## src/rtl/red_seq_ctrl.sv

```systemverilog
// red_seq_ctrl: byte-pair reduction sequenced over one 4-bit CLA slice.
// Area-reduced alternative to the combinational reduction unit.

module red_seq_ctrl_cla4 (
  input  logic [3:0] x_i,
  input  logic [3:0] y_i,
  input  logic       c_i,
  output logic [3:0] s_o,
  output logic       c_o
);

  logic [3:0] g;
  logic [3:0] p;
  logic [4:0] c;

  assign g = x_i & y_i;
  assign p = x_i ^ y_i;

  assign c[0] = c_i;
  assign c[1] = g[0] | (p[0] & c[0]);
  assign c[2] = g[1] | (p[1] & g[0])
              | (p[1] & p[0] & c[0]);
  assign c[3] = g[2] | (p[2] & g[1])
              | (p[2] & p[1] & g[0])
              | (p[2] & p[1] & p[0] & c[0]);
  assign c[4] = g[3] | (p[3] & g[2])
              | (p[3] & p[2] & g[1])
              | (p[3] & p[2] & p[1] & g[0])
              | (p[3] & p[2] & p[1] & p[0] & c[0]);

  assign s_o = p ^ c[3:0];
  assign c_o = c[4];

endmodule

module red_seq_ctrl #(
  parameter bit DONE_HOLD = 1'b0
) (
  input  logic        clk,
  input  logic        rst,
  input  logic        start,
  input  logic        abort,
  input  logic [15:0] a,
  input  logic [15:0] b,
  output logic        busy,
  output logic        done,
  output logic [15:0] result
);

  typedef enum logic [2:0] {
    S_IDLE,
    S_LO0,
    S_LO1,
    S_HI0,
    S_HI1,
    S_SUM0,
    S_SUM1,
    S_SUMC
  } state_t;

  state_t      state_q;
  logic [15:0] a_q;
  logic [15:0] b_q;
  logic        c_q;
  logic [8:0]  lo_q;
  logic [8:0]  hi_q;
  logic [7:0]  t_q;
  logic        busy_q;
  logic        done_q;
  logic [15:0] result_q;

  logic [3:0]  add_x_d;
  logic [3:0]  add_y_d;
  logic        add_c_d;
  logic [3:0]  add_s;
  logic        add_co;

  // Route the nibble pair for the current step into the shared slice.
  always_comb begin
    add_x_d = 4'h0;
    add_y_d = 4'h0;
    add_c_d = 1'b0;
    unique case (state_q)
      S_LO0: begin
        add_x_d = a_q[3:0];
        add_y_d = b_q[3:0];
      end
      S_LO1: begin
        add_x_d = a_q[7:4];
        add_y_d = b_q[7:4];
        add_c_d = c_q;
      end
      S_HI0: begin
        add_x_d = a_q[11:8];
        add_y_d = b_q[11:8];
      end
      S_HI1: begin
        add_x_d = a_q[15:12];
        add_y_d = b_q[15:12];
        add_c_d = c_q;
      end
      S_SUM0: begin
        add_x_d = lo_q[3:0];
        add_y_d = hi_q[3:0];
      end
      S_SUM1: begin
        add_x_d = lo_q[7:4];
        add_y_d = hi_q[7:4];
        add_c_d = c_q;
      end
      S_SUMC: begin
        add_x_d = {3'b000, lo_q[8]};
        add_y_d = {3'b000, hi_q[8]};
        add_c_d = c_q;
      end
      default: begin
        add_x_d = 4'h0;
        add_y_d = 4'h0;
        add_c_d = 1'b0;
      end
    endcase
  end

  red_seq_ctrl_cla4 u_cla (
    .x_i (add_x_d),
    .y_i (add_y_d),
    .c_i (add_c_d),
    .s_o (add_s),
    .c_o (add_co)
  );

  // Step sequencer: control, partial sums and registered outputs.
  always_ff @(posedge clk or posedge rst) begin
    if (rst) begin
      state_q  <= S_IDLE;
      a_q      <= 16'h0000;
      b_q      <= 16'h0000;
      c_q      <= 1'b0;
      lo_q     <= 9'h000;
      hi_q     <= 9'h000;
      t_q      <= 8'h00;
      busy_q   <= 1'b0;
      done_q   <= 1'b0;
      result_q <= 16'h0000;
    end else if (abort) begin
      state_q <= S_IDLE;
      busy_q  <= 1'b0;
      done_q  <= 1'b0;
    end else begin
      unique case (state_q)
        S_IDLE: begin
          if (start) begin
            a_q     <= a;
            b_q     <= b;
            c_q     <= 1'b0;
            busy_q  <= 1'b1;
            done_q  <= 1'b0;
            state_q <= S_LO0;
          end else if (!DONE_HOLD) begin
            done_q <= 1'b0;
          end
        end
        S_LO0: begin
          lo_q[3:0] <= add_s;
          c_q       <= add_co;
          done_q    <= 1'b0;
          state_q   <= S_LO1;
        end
        S_LO1: begin
          lo_q[7:4] <= add_s;
          lo_q[8]   <= add_co;
          state_q   <= S_HI0;
        end
        S_HI0: begin
          hi_q[3:0] <= add_s;
          c_q       <= add_co;
          state_q   <= S_HI1;
        end
        S_HI1: begin
          hi_q[7:4] <= add_s;
          hi_q[8]   <= add_co;
          state_q   <= S_SUM0;
        end
        S_SUM0: begin
          t_q[3:0] <= add_s;
          c_q      <= add_co;
          state_q  <= S_SUM1;
        end
        S_SUM1: begin
          t_q[7:4] <= add_s;
          c_q      <= add_co;
          state_q  <= S_SUMC;
        end
        S_SUMC: begin
          // Bit 0 of the carry sum is t[8]; it fills the upper byte.
          result_q <= {{8{add_s[0]}}, t_q};
          busy_q   <= 1'b0;
          done_q   <= 1'b1;
          state_q  <= S_IDLE;
        end
        default: begin
          state_q <= S_IDLE;
          busy_q  <= 1'b0;
          done_q  <= 1'b0;
        end
      endcase
    end
  end

  assign busy   = busy_q;
  assign done   = done_q;
  assign result = result_q;

endmodule

```

## config.mk

```make
export PLATFORM = sky130hd
export DESIGN_NAME = red_seq_ctrl
export DESIGN_NICKNAME = d
export VERILOG_FILES = /design/src/rtl/red_seq_ctrl.sv
export SDC_FILE = /design/constraint.sdc
export NUM_CORES = 1
export LEC_CHECK = 0
export ABC_AREA = 1
export BUFFER_PORTS_ARGS = -buffer_cell sky130_fd_sc_hd__buf_2
export CAP_MARGIN = 20
export CELL_PAD_IN_SITES_DETAIL_PLACEMENT = 0
export CELL_PAD_IN_SITES_GLOBAL_PLACEMENT = 1
export CORE_MARGIN = 2
export CORE_UTILIZATION = 40
export DETAILED_ROUTE_END_ITERATION = 12
export GPL_TIMING_DRIVEN = 0
export PLACE_DENSITY_LB_ADDON = 0.1
export SLEW_MARGIN = 5
export SYNTH_ARGS = -nofsm -noshare
export SYNTH_HDL_FRONTEND = slang
export SYNTH_SLANG_ARGS = --single-unit
```

## constraint.sdc

```tcl
create_clock -name clk -period 2.8 [get_ports clk]
set_clock_uncertainty 0.05 [all_clocks]
set_input_delay 0.56 -clock clk [delete_from_list [all_inputs] [get_ports clk]]
set_output_delay 0.56 -clock clk [all_outputs]
set_load 0.05 [all_outputs]
```

==> reports/metrics.sh, run 1 <==
WORST-R2R-CELL-COUNT=13
COMBPWRFRAC_PCT=51.3
WORSTREG2REGSTART='state_q[0]'
ROOT_BUFFER='sky130_fd_sc_hd__clkbuf_8'
MAX_FREQ_MHz=383.4
SYNTH_SEQUENTIAL_AREA_RATIO_PCT=50.36
POWER_PER_CELL_AREA_mW_PER_MM2=1211
PORT-BUFFER-COUNT=52
MAPPEDNETLISTNETS=474
POSTSYNTHREGISTERBITS=73
DRT-WIRELENGTH-PER-CELL_UM=14.16
SYN_AVG_CELL_AREA_UM2=8.475
DETAILED_PLACEMENT_WIRELENGTH_ESTIMATE_UM=6267
WL_MET1_UM=4371
CLOCK_LATENCY_NS=0.35
DESIGN.FINAL.NETS=545
STATUS='finished clean'
DIE_AREA_MM2=0.009846
CAP_VIOL_MAX_COUNT=0
WORST_SETUP_HOLD_PATH_CLK_SLEW_NS=0.08
SYN_TO_FINAL_GROWTH_PCT=22.04
GRT_ANTENNA_BEFORE_REPAIR=0
WORST_TRAN_PIN_VALUE_NS=0.4454
SW_FRAC_OF_TOTAL_PCT=44.76
FLOP_PWR_SHARE_PCT=31.9
INSERTEDDIODECOUNT=0
CTS.HOLD.BUFFERS_ADDED=0
MAXIMUM_NUMBER_OF_PINS_ON_ONE_NET_BEFORE_GLOBAL_ROUTE_REPAIR=42
R2R_SETUP_SLACK_NS=0.19
LAYOUT_MIN_CYCLE_TIME_NS=2.609
FINAL-SETUP-VIOL-COUNT=0
FINISH.UTILIZATION_PCT=50.51
CHIPWIDTH_UM=99.23
POWER.SWITCHING_uW=2399
CRITPATHLAUNCHTYPE='flip-flop'
END_KIND='flip-flop'
DR_WL_MET2_UM=3886
INITIALDRTVIOLATIONCOUNT=128
RSZ0062_AT_GRT='no'
POST-ROUTE-WORST-SETUP-SLACK_NS=0.1914
VIA_PER_INST=4.735
POST_SYNTH_NUM_CELL_TYPES=31
TRITONCTS_CLOCK_TREE='done'
REG2REG_TO='t_q[7]'
FRACTION_OF_POWER_CONSUMED_BY_THE_CLOCK_NETWORK_PCT=16.8
NUMBER_OF_ENABLE_FLIP_FLOP_CELLS_AFTER_SYNTHESIS=0
TRITONCTS_BUFFERS=9
YS_WARN_COUNT=0
INITIAL_CELL_DENSITY_OF_THE_CORE_PCT=41.39
ROUTED-VIA-COUNT=2898
POWER.STATIC_LEAKAGE_uW=0.002360
GR-USAGE-ALL-LAYERS_PCT=18.75
TOTAL_GR_OVERFLOW=0
MIN_PATH_TYPE='input port to asynchronous set/reset pin'
ASYNC_FLOP_SHARE_PCT=100.0
ANTENNA_VIOLATING_NETS_POST_ROUTE=0
POST-ROUTE-PERIOD-UTIL_PCT=93.16
CRIT_REQUIRED_NS=2.99
CLOCK_TREE.BUFFER_DEPTH=2
DRCVIOLATIONCOUNT=0
DIE_HEIGHT_UM=99.23
CRITICAL_PATH_PEAK_FANOUT=10
PLACE_WS_NS=-0.08344
CP.ARRIVAL_NS=2.80
POSTROUTEWIRELENGTH_UM=8667
SYN-CELL-AREA_MM2=0.003627
TIMING_HOLD_VIOLATIONS_FINAL=0
SYNTH_FLOP_CELL='sky130_fd_sc_hd__dfrtp_1'
CATEGORY_OF_THE_MOST_CRITICAL_SETUP_PATH='flip-flop to flip-flop'
POWER.IR.VDD_WORST_V=0.0005563
DRT_PRE_ANTENNA_ITERS=4
GRT_PASS1_VIAS=2893
CORE-AREA_MM2=0.008763
NUMBER_OF_MAX_SLEW_VIOLATIONS_IN_THE_FINAL_REPORT=0
CELL_ROW_COUNT=34
PLACE_CONGESTION=0.8115
TOP_SIGNAL_LAYER_USED='met4'
INTERNAL_POWER_uW=2960
DRIVE_ABOVE_1_SHARE_PCT=26.59
CTS_SINKS=73
HTREE_LEVELS=3
NETLIST_INSTANCES=428
GLOBAL_ROUTE_WIRE_LENGTH_BEFORE_REPAIR_UM=14300
ROUTE.MET3.WL_UM=312
IO_PINS=54
TIMING.SLEW.HEADROOM_PCT=70.19
NUMBER_OF_FILLER_CELLS_PLACED_IN_THE_LAYOUT=899
[timing repair]
action | CTS | global route
resized for setup | 3 | 20
pin swaps | 0 | 3
endpoints found under the setup margin | 7 | 28
buffers inserted | 0 | 7
[layout make-up]
class,instances,area (um2),area share (%)
clock inverter,4,50.05,1.131
sequential,73,1827,41.27
clock buffer,12,165.2,3.731
inverter,57,224.0,5.059
timing repair buffer,60,357.8,8.084
buffer,15,117.6,2.657
multi-input combinational,283,1550,35.02
tap,108,135.1,3.053
[cells in the final DEF (no fill, tap or decap), types with 6 or more instances in the layout]
cell	instances
sky130_fd_sc_hd__a21oi_1	23
sky130_fd_sc_hd__buf_2	53
sky130_fd_sc_hd__buf_4	13
sky130_fd_sc_hd__clkbuf_8	12
sky130_fd_sc_hd__dfrtp_1	73
sky130_fd_sc_hd__inv_1	50
sky130_fd_sc_hd__mux2_4	7
sky130_fd_sc_hd__nand2_1	116
sky130_fd_sc_hd__nand2_4	6
sky130_fd_sc_hd__nand3_1	18
sky130_fd_sc_hd__nand4_1	7
sky130_fd_sc_hd__nor2_1	47
sky130_fd_sc_hd__o21ai_0	15
sky130_fd_sc_hd__o22ai_1	7
[registers in the layout, summed over array words and instances (netlist names)]
register  cells
hi_q          9
a_q          16
state_q       3
c_q           1
done          1
result        9
b_q          16
lo_q          9
busy          1
t_q           8
[through the flow]
stage	std cells	setup TNS (ns)	hold WS [ns]	total power, uW	cell area, um2
2_1_floorplan	428	0	0.3922	3583	3627
3_3_place_gp	588	-51.22	0.4037	4218	4023
3_5_place_dp	589	-0.4156	0.4029	4256	4045
4_1_cts	605	0	0.1745	5213	4275
5_1_grt	612	0	0.1868	5819	4427
6_report	612	0	0.1628	5359	4427
[cell usage after synthesis (3+ instances only)]
library cell / instances / area (um2)
sky130_fd_sc_hd__buf_4: 8 / 60.06
sky130_fd_sc_hd__dfrtp_1: 73 / 1827
sky130_fd_sc_hd__nand4_1: 7 / 43.79
sky130_fd_sc_hd__nand2_2: 5 / 31.28
sky130_fd_sc_hd__buf_6: 4 / 45.04
sky130_fd_sc_hd__a21oi_1: 23 / 115.1
sky130_fd_sc_hd__nor2_1: 48 / 180.2
sky130_fd_sc_hd__nand3_1: 19 / 95.09
sky130_fd_sc_hd__ha_1: 9 / 112.6
sky130_fd_sc_hd__o21ai_0: 17 / 85.08
sky130_fd_sc_hd__mux2_4: 7 / 105.1
sky130_fd_sc_hd__mux2_2: 5 / 56.30
sky130_fd_sc_hd__inv_2: 3 / 11.26
sky130_fd_sc_hd__o22ai_1: 7 / 43.79
sky130_fd_sc_hd__inv_1: 54 / 202.7
sky130_fd_sc_hd__nand2_1: 119 / 446.7
sky130_fd_sc_hd__nor2_4: 3 / 33.78
[power by group through the flow]
stage	registers (uW)	clock network, uW	logic (uW)
2_1_floorplan	1850	0	1730
3_3_place_gp	1720	0	2490
3_5_place_dp	1740	0	2520
4_1_cts	1710	922	2580
5_1_grt	1770	975	3080
6_report	1710	901	2750
[worst max path at each step]
stage              end  slack [ns]  cells after the start       start
6_report        t_q[7]        0.19                     13  state_q[0]
4_1_cts         t_q[7]       0.008                     15  state_q[1]
3_3_place_gp   b_q[15]       -0.70                      2         rst
3_5_place_dp   lo_q[1]       -0.08                     13  state_q[1]
5_1_grt         t_q[7]        0.02                     17  state_q[0]
2_1_floorplan   a_q[0]        0.34                      1         rst
[logic make-up (layout without fill, tap and decap cells)]
group	after synthesis	after routing	share of synthesized area, %
compound gates	53	53	7.899
mux	12	12	4.450
xor+xnor	1	1	0.2415
buf+inv	72	148	9.141
simple gates	207	207	24.25
fa+ha+maj	10	10	3.657
flops	73	73	50.36
[critical path, stage by stage, from the launching register on]
cell	delay (ns)
sky130_fd_sc_hd__dfrtp_1	0.41
sky130_fd_sc_hd__ha_1	0.31
sky130_fd_sc_hd__nand2_4	0.19
sky130_fd_sc_hd__o22ai_1	0.10
sky130_fd_sc_hd__nor2_1	0.23
sky130_fd_sc_hd__nand4_1	0.14
sky130_fd_sc_hd__ha_2	0.40
sky130_fd_sc_hd__inv_1	0.08
sky130_fd_sc_hd__nor2_1	0.10
sky130_fd_sc_hd__nand3_1	0.14
sky130_fd_sc_hd__nand2_1	0.10
sky130_fd_sc_hd__nand2_2	0.09
sky130_fd_sc_hd__nand3_1	0.08
sky130_fd_sc_hd__nand2_1	0.06
[routing by layer]
| metal | global-route usage [%] | vias to the layer above |
|---|---|---|
| li1 | - | 1481 |
| met1 | 26.78 | 1365 |
| met2 | 28.43 | 45 |
| met3 | 4.638 | 7 |
| met4 | 5.479 | 0 |
| met5 | 0 | - |
Power figures use the tool's default switching activity.
==> inputs of run 2 (changes only) <==
--- a/config.mk
+++ b/config.mk
@@ -11,10 +11,11 @@
 export CELL_PAD_IN_SITES_DETAIL_PLACEMENT = 0
 export CELL_PAD_IN_SITES_GLOBAL_PLACEMENT = 1
 export CORE_MARGIN = 2
-export CORE_UTILIZATION = 40
+export CORE_UTILIZATION = 25
 export DETAILED_ROUTE_END_ITERATION = 12
 export GPL_TIMING_DRIVEN = 0
 export PLACE_DENSITY_LB_ADDON = 0.1
+export RECOVER_POWER = 100
 export SLEW_MARGIN = 5
 export SYNTH_ARGS = -nofsm -noshare
 export SYNTH_HDL_FRONTEND = slang
==> reports/metrics.sh, run 2 (same netlist as run 1, synthesis figures left out) <==
STATUS='finished clean'  # unchanged
SETUP.WORST_PATH.START='state_q[0]'  # unchanged
CRITPATHMAXSTAGEDELAY_NS=0.38  # was 0.41 ns
DIE_AREA_MM2=0.01549  # was 0.009846 mm2
LAYOUT.CELLS.MOST_COMMON='sky130_fd_sc_hd__nand2_1'  # unchanged
CP.ARRIVAL_NS=2.79  # was 2.80 ns
FLOP_PWR_SHARE_PCT=30.7  # was 31.9%
GRT_ANTENNA_BEFORE_REPAIR=0  # unchanged
MOST-COMMON-LAYOUT-CELLS='sky130_fd_sc_hd__nand2_1, sky130_fd_sc_hd__dfrtp_1, sky130_fd_sc_hd__inv_1'  # was sky130_fd_sc_hd__nand2_1, sky130_fd_sc_hd__dfrtp_1, sky130_fd_sc_hd__buf_2
SW_FRAC_OF_TOTAL_PCT=44.00  # was 44.76%
DRT_PRE_ANTENNA_ITERS=4  # unchanged
CRITICAL_PATH_PEAK_FANOUT=6  # was 10
FINAL-SEQ-AREA_MM2=0.001827  # unchanged
DIE_HEIGHT_UM=124.5  # was 99.23 um
MAX_FREQ_MHz=382.9  # was 383.4 MHz
CLOCK_TREE.BUFFER_DEPTH=2  # unchanged
RSZ0062_AT_GRT='yes'  # was no
DPL_CELL_AREA_MM2=0.004148  # was 0.004045 mm2
MIN_PATH_TYPE='input port to asynchronous set/reset pin'  # unchanged
FINAL-SETUP-VIOL-COUNT=0  # unchanged
CELL_ROW_COUNT=44  # was 34
PORT-BUFFER-COUNT=52  # unchanged
CHIPWIDTH_UM=124.5  # was 99.23 um
CRITPATHLAUNCHTYPE='flip-flop'  # unchanged
POST-ROUTE-PERIOD-UTIL_PCT=93.26  # was 93.16%
BIGGESTREGSBYFLOPS='a_q (16), b_q (16)'  # unchanged
MAXIMUM_NUMBER_OF_PINS_ON_ONE_NET_BEFORE_GLOBAL_ROUTE_REPAIR=52  # was 42
POWER.SWITCHING_uW=2473  # was 2399 uW
CRIT_REQUIRED_NS=2.97  # was 2.99 ns
END_KIND='flip-flop'  # unchanged
TIMING_HOLD_VIOLATIONS_FINAL=0  # unchanged
CAP_VIOL_MAX_COUNT=0  # unchanged
TIMING.SLEW.HEADROOM_PCT=9.695  # was 70.19%
WORSTPATHCELLLIST='inv_1 > ha_2 > nand2_4 > buf_4 > o22ai_1 > nor2_1 > nand4_1 > ha_4 > inv_1 > nor2_1 > nand3_2 > nand2_1 > nand2_2 > nand3_1 > nand2_1'  # was ha_1 > nand2_4 > o22ai_1 > nor2_1 > nand4_1 > ha_2 > inv_1 > nor2_1 > nand3_1 > nand2_1 > nand2_2 > nand3_1 > nand2_1
FRACTION_OF_POWER_CONSUMED_BY_THE_CLOCK_NETWORK_PCT=19.2  # was 16.8%
NUMBER_OF_MAX_SLEW_VIOLATIONS_IN_THE_FINAL_REPORT=0  # unchanged
INITIALDRTVIOLATIONCOUNT=102  # was 128
DRIVE_ABOVE_1_SHARE_PCT=24.75  # was 26.59%
IO_PINS=54  # unchanged
CLOCK_LATENCY_NS=0.34  # was 0.35 ns
R2R_SETUP_SLACK_NS=0.19  # about the same
WORST-R2R-CELL-COUNT=15  # was 13
TRITONCTS_BUFFERS=9  # unchanged
NUMBER_OF_FILLER_CELLS_PLACED_IN_THE_LAYOUT=1545  # was 899
MET3_USAGE_PCT=3.222  # was 4.638%
GRT_PASS1_VIAS=2954  # was 2893
DRCVIOLATIONCOUNT=0  # unchanged
WORST_HOLD_SLACK_ACROSS_ALL_ENDPOINTS_NS=0.3531  # was 0.1628 ns
CRITICAL_PATH.TOP_DELAY_FAMILY='simple AND/OR/NAND/NOR gates'  # unchanged
POWER.IR.VDD_WORST_V=0.0004922  # was 0.0005563 V
WORSTREG2REGSTART='state_q[0]'  # unchanged
GRT_UTIL_MET2_PCT=20.03  # was 28.43%
GRT-BUSIEST-LAYER='met2'  # unchanged
WORST_TRAN_PIN_VALUE_NS=1.355  # was 0.4454 ns
CATEGORY_OF_THE_MOST_CRITICAL_SETUP_PATH='flip-flop to flip-flop'  # unchanged
GLOBAL_ROUTE_WIRE_LENGTH_BEFORE_REPAIR_UM=16060  # was 14300 um
POWER_PER_CELL_AREA_mW_PER_MM2=1230  # was 1211 mW/mm2
LAYOUT_MIN_CYCLE_TIME_NS=2.611  # was 2.609 ns
USE_MET1_PCT=18.63  # was 26.78%
TIMING.CRITICAL_PATH.DEPTH=15  # was 13
ANTENNA_VIOLATING_NETS_POST_ROUTE=0  # unchanged
DETAILED_PLACEMENT_WIRELENGTH_ESTIMATE_UM=7175  # was 6267 um
CP.BUFFERS_INVERTERS=3  # was 1
PLACE_CONGESTION=0.7578  # was 0.8115
COMBPWRFRAC_PCT=50.1  # was 51.3%
TRITONCTS_CLOCK_TREE='done'  # unchanged
FINAL_DESIGN_AREA_NO_FILL_MM2=0.004569  # was 0.004427 mm2
POWER.STATIC_LEAKAGE_uW=0.002344  # was 0.002360 uW
CTS_SINKS=73  # unchanged
CORE-AREA_MM2=0.01437  # was 0.008763 mm2
DRT-WIRELENGTH-PER-CELL_UM=14.23  # was 14.16 um
DESIGN.FINAL.NETS=546  # was 545
TOTAL_GR_OVERFLOW=0  # unchanged
GR-USAGE-ALL-LAYERS_PCT=13.34  # was 18.75%
VIA_PER_INST=4.222  # was 4.735
WORST_PATH_MAX_DELAY_CELL='sky130_fd_sc_hd__dfrtp_1'  # unchanged
HTREE_LEVELS=3  # unchanged
INITIAL_CELL_DENSITY_OF_THE_CORE_PCT=25.24  # was 41.39%
MULTI_INPUT_AREA_MM2=0.001560  # was 0.001550 mm2
INTERNAL_POWER_uW=3147  # was 2960 uW
REG2REG_TO='hi_q[3]'  # was t_q[7]
POSTROUTEWIRELENGTH_UM=9807  # was 8667 um
INSERTEDDIODECOUNT=0  # unchanged
SYN_TO_FINAL_GROWTH_PCT=25.97  # was 22.04%
ROUTED-VIA-COUNT=2909  # was 2898
ROOT_BUFFER='sky130_fd_sc_hd__clkbuf_16'  # was sky130_fd_sc_hd__clkbuf_8
WORST_SETUP_HOLD_PATH_CLK_SLEW_NS=0.06  # was 0.08 ns
-- run 2: cell count changes in the layout (fill, tap and decap cells not counted), sizes merged --
cell	change
clkbuf	+12
bufinv	-1
clkinvlp	-1
buf	-9
-- run 2: power groups by stage --
| stage | Clock, uW | Combinational [uW] | Sequential (uW) |
|---|---|---|---|
| 4_1_cts | 1130 | 2700 | 1730 |
| 3_5_place_dp | 0 | 2600 | 1740 |
| 6_report | 1080 | 2820 | 1720 |
| 2_1_floorplan | 0 | 1730 | 1850 |
| 5_1_grt | 1170 | 3120 | 1780 |
| 3_3_place_gp | 0 | 2600 | 1730 |
-- run 2: layout make-up --
type	count	area share (%)
Buffer	15	2.574
Multi-Input combinational cell	283	34.15
Timing Repair Buffer	61	7.421
Sequential cell	73	39.98
Clock inverter	2	0.2738
Tap cell	184	5.038
Inverter	57	4.792
Clock buffer	14	5.778
-- run 2: worst register-to-register path, stage by stage, from the launching register on --
cell	delay, ns
sky130_fd_sc_hd__dfrtp_1	0.38
sky130_fd_sc_hd__inv_1	0.10
sky130_fd_sc_hd__ha_2	0.22
sky130_fd_sc_hd__nand2_4	0.11
sky130_fd_sc_hd__buf_4	0.16
sky130_fd_sc_hd__o22ai_1	0.08
sky130_fd_sc_hd__nor2_1	0.18
sky130_fd_sc_hd__nand4_1	0.18
sky130_fd_sc_hd__ha_4	0.34
sky130_fd_sc_hd__inv_1	0.05
sky130_fd_sc_hd__nor2_1	0.14
sky130_fd_sc_hd__nand3_2	0.13
sky130_fd_sc_hd__nand2_1	0.09
sky130_fd_sc_hd__nand2_2	0.13
sky130_fd_sc_hd__nand3_1	0.11
sky130_fd_sc_hd__nand2_1	0.06
-- run 2: how the worst max path moves through the flow --
stage	endpoint
final	hi_q[3]
after global routing	hi_q[3]
after CTS	hi_q[2]
after detailed placement	t_q[7]
after global placement	hi_q[2]
after floorplan	a_q[0]
-- run 2: what timing repair did --
item	4_1_cts	5_1_grt
gates resized for setup	9	17
cloned	0	0
buffers inserted	1	7
hold buffers	0	0
setup endpoints to repair	21	22
pin swaps	0	6
-- run 2: layer usage --
metal | part of all wire [%] | vias up
met5 | 0 | -
met4 | 1.6 | 0
met3 | 3.9 | 10
met2 | 44 | 51
met1 | 51 | 1346
li1 | - | 1502
-- run 2: through the flow --
step / setup slack, ns / util (%) / total power (uW) / setup TNS, ns / std cells
5_1_grt: -0.01057 / 31.80 / 6076 / -0.03309 / 689
6_report: 0.1886 / 31.80 / 5620 / 0 / 689
2_1_floorplan: 0.3367 / - / 3583 / 0 / 428
4_1_cts: 0.008634 / 31.17 / 5558 / 0 / 682
3_5_place_dp: -0.1247 / 28.87 / 4347 / -1.226 / 665
3_3_place_gp: -0.8960 / 28.66 / 4329 / -66.51 / 664
